**src/rtl/mips_hazard_scoreboard_if.sv**
```systemverilog
// Issue-side bundle between the ID stage and the RAW-hazard scoreboard.
// The ID stage is the master; the scoreboard is the slave and answers with stall/status.
interface mips_hazard_scoreboard_if #(
   parameter int NREG       = 32,
   parameter int ADDR_W     = 5,
   parameter int PIPE_DEPTH = 3,
   parameter int CNT_W      = 16
);
   localparam int CW = $clog2(PIPE_DEPTH + 1);

   logic              issue_valid;
   logic [ADDR_W-1:0] issue_rs;
   logic              issue_rs_used;
   logic [ADDR_W-1:0] issue_rt;
   logic              issue_rt_used;
   logic [ADDR_W-1:0] issue_rd;
   logic              issue_wr;
   logic              flush;
   logic              issue_stall;
   logic              wb_valid;
   logic [ADDR_W-1:0] wb_rd;
   logic [NREG-1:0]   busy_mask;
   logic [CW-1:0]     inflight_cnt;
   logic [CNT_W-1:0]  stall_cnt;

   modport master (
      output issue_valid, issue_rs, issue_rs_used, issue_rt, issue_rt_used,
             issue_rd, issue_wr, flush,
      input  issue_stall, wb_valid, wb_rd, busy_mask, inflight_cnt, stall_cnt
   );

   modport slave (
      input  issue_valid, issue_rs, issue_rs_used, issue_rt, issue_rt_used,
             issue_rd, issue_wr, flush,
      output issue_stall, wb_valid, wb_rd, busy_mask, inflight_cnt, stall_cnt
   );
endinterface

```
**src/rtl/mips_hazard_scoreboard.sv**
```systemverilog
// RAW-hazard scoreboard beside the ID stage: tracks in-flight destination registers
// through PIPE_DEPTH slots and holds issue while a used source is still being produced.
module mips_hazard_scoreboard #(
   parameter int NREG        = 32,
   parameter int ADDR_W      = 5,
   parameter int PIPE_DEPTH  = 3,
   parameter int BYPASS_LAST = 1,
   parameter int CNT_W       = 16
) (
   input  logic                      clk1,
   input  logic                      rst_n,
   mips_hazard_scoreboard_if.slave   hz
);
   localparam int CW      = $clog2(PIPE_DEPTH + 1);
   localparam int MATCH_N = (BYPASS_LAST != 0) ? PIPE_DEPTH - 1 : PIPE_DEPTH;

   logic [PIPE_DEPTH-1:0]             slotV_q, slotV_d;
   logic [PIPE_DEPTH-1:0][ADDR_W-1:0] slotRd_q, slotRd_d;
   logic [CNT_W-1:0]                  stallCnt_q, stallCnt_d;
   logic                              hazRs, hazRt, stall, fire;

   // The writeback slot is left out of the match when the register file forwards same-cycle.
   always_comb begin
      hazRs = 1'b0;
      hazRt = 1'b0;
      for (int k = 0; k < MATCH_N; k++) begin
         if (slotV_q[k] && (slotRd_q[k] == hz.issue_rs)) hazRs = 1'b1;
         if (slotV_q[k] && (slotRd_q[k] == hz.issue_rt)) hazRt = 1'b1;
      end
      hazRs = hazRs & hz.issue_rs_used & (hz.issue_rs != '0);
      hazRt = hazRt & hz.issue_rt_used & (hz.issue_rt != '0);
   end

   assign stall = hz.issue_valid & ~hz.flush & (hazRs | hazRt);
   assign fire  = hz.issue_valid & ~stall & ~hz.flush;

   always_comb begin
      slotV_d     = '0;
      slotRd_d    = '0;
      slotV_d[0]  = fire & hz.issue_wr & (hz.issue_rd != '0);
      slotRd_d[0] = hz.issue_rd;
      for (int k = 1; k < PIPE_DEPTH; k++) begin
         slotV_d[k]  = slotV_q[k-1];
         slotRd_d[k] = slotRd_q[k-1];
      end
      if (hz.flush) slotV_d = '0;
      stallCnt_d = stallCnt_q;
      if (stall && !(&stallCnt_q)) stallCnt_d = stallCnt_q + CNT_W'(1);
   end

   always_ff @(posedge clk1 or negedge rst_n) begin
      if (!rst_n) begin
         slotV_q    <= '0;
         slotRd_q   <= '0;
         stallCnt_q <= '0;
      end else begin
         slotV_q    <= slotV_d;
         slotRd_q   <= slotRd_d;
         stallCnt_q <= stallCnt_d;
      end
   end

   always_comb begin
      hz.busy_mask    = '0;
      hz.inflight_cnt = '0;
      for (int k = 0; k < PIPE_DEPTH; k++) begin
         if (slotV_q[k] && (int'(slotRd_q[k]) < NREG)) hz.busy_mask[slotRd_q[k]] = 1'b1;
         hz.inflight_cnt = hz.inflight_cnt + CW'(slotV_q[k]);
      end
      hz.busy_mask[0] = 1'b0;
   end

   assign hz.issue_stall = stall;
   assign hz.wb_valid    = slotV_q[PIPE_DEPTH-1];
   assign hz.wb_rd       = slotV_q[PIPE_DEPTH-1] ? slotRd_q[PIPE_DEPTH-1] : '0;
   assign hz.stall_cnt   = stallCnt_q;
endmodule

```
**src/flat_wrapper.sv**
```systemverilog
// flat-port wrapper written by rule: the top's interface ports become plain ports
module mips_hazard_scoreboard_flat 
#(
   parameter int NREG        = 32,
   parameter int ADDR_W      = 5,
   parameter int PIPE_DEPTH  = 3,
   parameter int BYPASS_LAST = 1,
   parameter int CNT_W       = 16
)
  (clk1, rst_n, hz_issue_valid, hz_issue_rs, hz_issue_rs_used, hz_issue_rt, hz_issue_rt_used, hz_issue_rd, hz_issue_wr, hz_flush, hz_issue_stall, hz_wb_valid, hz_wb_rd, hz_busy_mask, hz_inflight_cnt, hz_stall_cnt);
  mips_hazard_scoreboard_if #(.NREG(NREG), .ADDR_W(ADDR_W), .PIPE_DEPTH(PIPE_DEPTH), .CNT_W(CNT_W)) hz_i ();
  input  logic clk1;
  input  logic rst_n;
  input wire logic [$bits(hz_i.issue_valid)-1:0] hz_issue_valid;
  input wire logic [$bits(hz_i.issue_rs)-1:0] hz_issue_rs;
  input wire logic [$bits(hz_i.issue_rs_used)-1:0] hz_issue_rs_used;
  input wire logic [$bits(hz_i.issue_rt)-1:0] hz_issue_rt;
  input wire logic [$bits(hz_i.issue_rt_used)-1:0] hz_issue_rt_used;
  input wire logic [$bits(hz_i.issue_rd)-1:0] hz_issue_rd;
  input wire logic [$bits(hz_i.issue_wr)-1:0] hz_issue_wr;
  input wire logic [$bits(hz_i.flush)-1:0] hz_flush;
  output wire logic [$bits(hz_i.issue_stall)-1:0] hz_issue_stall;
  output wire logic [$bits(hz_i.wb_valid)-1:0] hz_wb_valid;
  output wire logic [$bits(hz_i.wb_rd)-1:0] hz_wb_rd;
  output wire logic [$bits(hz_i.busy_mask)-1:0] hz_busy_mask;
  output wire logic [$bits(hz_i.inflight_cnt)-1:0] hz_inflight_cnt;
  output wire logic [$bits(hz_i.stall_cnt)-1:0] hz_stall_cnt;
  assign hz_i.issue_valid = hz_issue_valid;
  assign hz_i.issue_rs = hz_issue_rs;
  assign hz_i.issue_rs_used = hz_issue_rs_used;
  assign hz_i.issue_rt = hz_issue_rt;
  assign hz_i.issue_rt_used = hz_issue_rt_used;
  assign hz_i.issue_rd = hz_issue_rd;
  assign hz_i.issue_wr = hz_issue_wr;
  assign hz_i.flush = hz_flush;
  assign hz_issue_stall = hz_i.issue_stall;
  assign hz_wb_valid = hz_i.wb_valid;
  assign hz_wb_rd = hz_i.wb_rd;
  assign hz_busy_mask = hz_i.busy_mask;
  assign hz_inflight_cnt = hz_i.inflight_cnt;
  assign hz_stall_cnt = hz_i.stall_cnt;
  mips_hazard_scoreboard #(.NREG(NREG), .ADDR_W(ADDR_W), .PIPE_DEPTH(PIPE_DEPTH), .BYPASS_LAST(BYPASS_LAST), .CNT_W(CNT_W)) u_core (.clk1(clk1), .rst_n(rst_n), .hz(hz_i));
endmodule
```
**config.mk**
```make
export PLATFORM = sky130hd
export DESIGN_NAME = mips_hazard_scoreboard_flat
export DESIGN_NICKNAME = d
export VERILOG_FILES = /design/src/rtl/mips_hazard_scoreboard_if.sv /design/src/rtl/mips_hazard_scoreboard.sv /design/src/flat_wrapper.sv
export SDC_FILE = /design/constraint.sdc
export NUM_CORES = 1
export LEC_CHECK = 0
export BUFFER_PORTS_ARGS = -buffer_cell sky130_fd_sc_hd__buf_2
export CORE_ASPECT_RATIO = 0.5
export CORE_MARGIN = 10
export CORE_UTILIZATION = 45
export DETAILED_ROUTE_END_ITERATION = 6
export GPL_TIMING_DRIVEN = 0
export PLACE_DENSITY = 0.75
export SYNTH_ARGS = -nofsm -noshare
export SYNTH_HDL_FRONTEND = slang
export SYNTH_SLANG_ARGS = --single-unit
```
**constraint.sdc**
```tcl
create_clock -name clk1 -period 1.9 [get_ports clk1]
set_clock_uncertainty 0.1 [all_clocks]
set_input_delay 0.19 -clock clk1 [delete_from_list [all_inputs] [get_ports clk1]]
set_output_delay 0.19 -clock clk1 [all_outputs]
set_load 0.01 [all_outputs]
```
==> metrics.csv <==
stage,metric,value,unit
synthesis,ys_top_cells_by_area,"dfrtp_1, nand2_1, a22oi_1",
layout,area_growth,65.9,%
synthesis,seq_area_frac_synth,35.4,%
die,num_rows,18,
placement,place.gp.congestion,0.822,
global_routing,grt_remaining_overflow,0,
timing,rsz0062_at_grt,yes,
global_routing,grt.total_usage,18.4,%
die,start_util,47.7,%
synthesis,yosysWarnings,0,
detailed_routing,firstDrtPassIters,5,
timing,finalSetupViolCount,33,
die,ios,79,
placement,dpl_cell_area,0.00290,mm²
global_routing,grt_pass1_vias,2721,
clock_network,cts_tree,built,
setup_path,critPathKind,reg2out,
global_routing,met3_usage,4.61,%
global_routing,grt_use_met1,21.7,%
synthesis,synth.most_common_cell,nand2_1,
synthesis,netlist_area,0.00240,mm²
detailed_routing,num_vias,2751,
layout,fin_nets,439,
detailed_routing,drc,0,
setup_path,crit_fanout,7,
detailed_routing,drtIter0Drc,287,
setup_path,worstSetupEndpointType,output pin,
die,die_area,0.00885,mm²
timing,hold_viol,0,
global_routing,met2_usage,31.7,%
detailed_routing,ant_nets,0,
die,die_x,123,µm
synthesis,synth_edf_count,0,
global_routing,grt-busiest-layer,met2,
clock_network,clockRootBuffer,clkbuf_8,
synthesis,synth_top_cell_by_area,dfrtp_1,
worst_hold_path,hp-class,in2reg,
timing,relSlewSlack,51.2,%
status,outcome,finished with violations,
placement,dp_cells,438,
power,peakVddDrop,0.524,mV
synthesis,syn-num-nets,315,
clock_network,cts_made_buffers,5,
detailed_routing,routed_wl,9.17,mm
setup_path,r2r_setup_slack,-0.15,ns
timing,worst_slew_pin_slew,0.732,ns
clock_network,clock-sinks,34,
global_routing,grt_max_degree,35,
timing,slew_violations,0,
setup_path,arrival,1.79,ns
synthesis,ys_types,35,
synthesis,synth_seq_cells,34,
timing,setup_ws,-0.179,ns
setup_path,cp.required,1.61,ns
clock_network,htreeDepth,2,
layout,drive_above_1_share,55.0,%
timing,fin_crit,2.08,ns
placement,io_buffer_count,77,
synthesis,synthCells,291,
power,power_per_cell_area,425,mW/mm²
power,fin_total_pwr,0.00170,W
synthesis,ys_top_cells_by_count,"nand2_1, dfrtp_1, a22oi_1, xnor2_1, nor2_1",
timing,max_freq,481,MHz
run,maxCapViolations,0,
clock_network,clk_latency,0.29,ns
global_routing,grt_pass1_wl,13.4,mm
timing,period_share,109,%
layout,stdcell_area,0.00399,mm²
synthesis,synth_ff_type,dfrtp_1,
layout,insertedDiodeCount,0,
global_routing,grt_antenna_before_repair,0,
clock_network,clockBufferDepth,2,
placement,dpl.hpwl,5.56,mm
synthesis,synth_top_area_share,35.4,%
clock_network,clk_pin_slew,0.07,ns
detailed_routing,vias_per_cell,5.66,
detailed_routing,wl_per_cell,18.9,µm
synthesis,async_flop_share,100,%
status,violations,negative setup slack,
setup_path,startpoint_type,flop,
synthesis,syn_area_per_cell,8.26,µm²
power,leakage,2.05,nW
layout,finalNonFillerCells,486,
die,core-area,0.00504,mm²
die,die_h,71.7,µm
-- layout make-up --
cell class,count,area [µm²]
well taps,70,87.6
flip-flops and latches,34,865
inverters,4,15.0
clock buffers,6,82.6
fillers,320,1060
clock inverters,2,12.5
plain buffers,8,82.6
multi-input cells,238,2000
repair buffers,124,847
-- cells in the final DEF, fill, tap and decap left out, drive strengths merged, types with 3 or more instances in the layout --
cell           n
dfrtp         34
nand3          5
dlygate4sd3    7
nor2b          3
nand2         77
clkbuf         6
and3b          8
xnor2         22
nor3b         13
a22oi         31
nor2          16
and2           5
and3           8
inv            4
nand4          8
buf          125
nor3           9
or4            3
nor4           3
xor2          12
-- per-layer routing --
metal / share of wire [%] / routed length, µm
met1: 36 / 3320
met2: 52 / 4770
met3: 9.6 / 876
met4: 2.2 / 204
met5: 0 / 0
-- stage by stage --
| stage | hold slack, ns | util, % | setup WS, ns | setup TNS [ns] |
|---|---|---|---|---|
| 6_report | 0.0397 | 79.1 | -0.179 | -2.44 |
| 5_1_grt | 0.0319 | 79.1 | -0.286 | -6.27 |
| 4_1_cts | 0.0447 | 68.8 | -0.115 | -1.17 |
| 3_5_place_dp | 0.184 | 57.5 | -0.273 | -3.17 |
| 3_3_place_gp | 0.177 | 57.5 | -0.204 | -1.69 |
| 2_1_floorplan | -0.206 | - | -0.0339 | -0.0339 |
-- registers in the layout, indices dropped and copies added, names as in the netlist --
register,flops
u_core.hz.stall_cnt,16
u_core.slotRd_d,10
u_core.slotRd_q,5
u_core.slotV_q,3
-- critical path, cell delays in order, from the launching register on --
cell and delay [ns]:
dfrtp_2 0.49, xnor2_1 0.19, nand4_1 0.19, o22ai_4 0.28, a22oi_2 0.12, nor2_1 0.10, buf_2 0.14
-- report_power, final --
part           switching [W]  total [W]  internal (W)  leakage [nW]
combinational       0.000179   0.000358      0.000179          1.58
clock               0.000266   0.000557      0.000291        0.0472
sequential         0.0000350   0.000780      0.000745         0.424
total               0.000480    0.00170       0.00122          2.05
-- timing repair --
item / 4_1_cts / 5_1_grt
hold buffers: 7 / 0
hold endpoints to repair: 41 / 0
buffers inserted: 18 / 21
endpoints found under the setup margin: 46 / 47
gates resized for setup: 65 / 77
cloned: 1 / 0
pin swaps: 18 / 56
-- worst paths after layout --
check / cells after the start / startpoint / end
setup / recovery: 6 / u_core.slotRd_d[5]$_DFF_PN0_ / hz_issue_stall
hold reg to reg: 0 / u_core.slotRd_d[12]$_DFF_PN0_ / u_core.slotRd_q[12]$_DFF_PN0_
hold / removal: 2 / hz_issue_wr / u_core.slotV_q[0]$_DFF_PN0_
setup reg to reg: 7 / u_core.slotRd_d[5]$_DFF_PN0_ / u_core.hz.stall_cnt[12]$_DFFE_PN0P_
max in group asynchronous: 2 / rst_n / u_core.slotRd_d[5]$_DFF_PN0_
min in group asynchronous: 2 / rst_n / u_core.hz.stall_cnt[0]$_DFFE_PN0P_
-- cell families (layout without fill, tap and decap cells) --
kind of cell	Yosys count	after routing	synth area share [%]
AO/OA/AOI/OAI	37	37	12.2
XOR/XNOR	34	34	12.4
adder cells (fa/ha/maj)	2	2	1.35
buffers and inverters	19	144	3.75
flip-flops	34	34	35.4
multiplexers	2	2	0.936
other	1	1	0.156
AND/OR/NAND/NOR	162	162	33.9
Power figures use the tool's default switching activity.
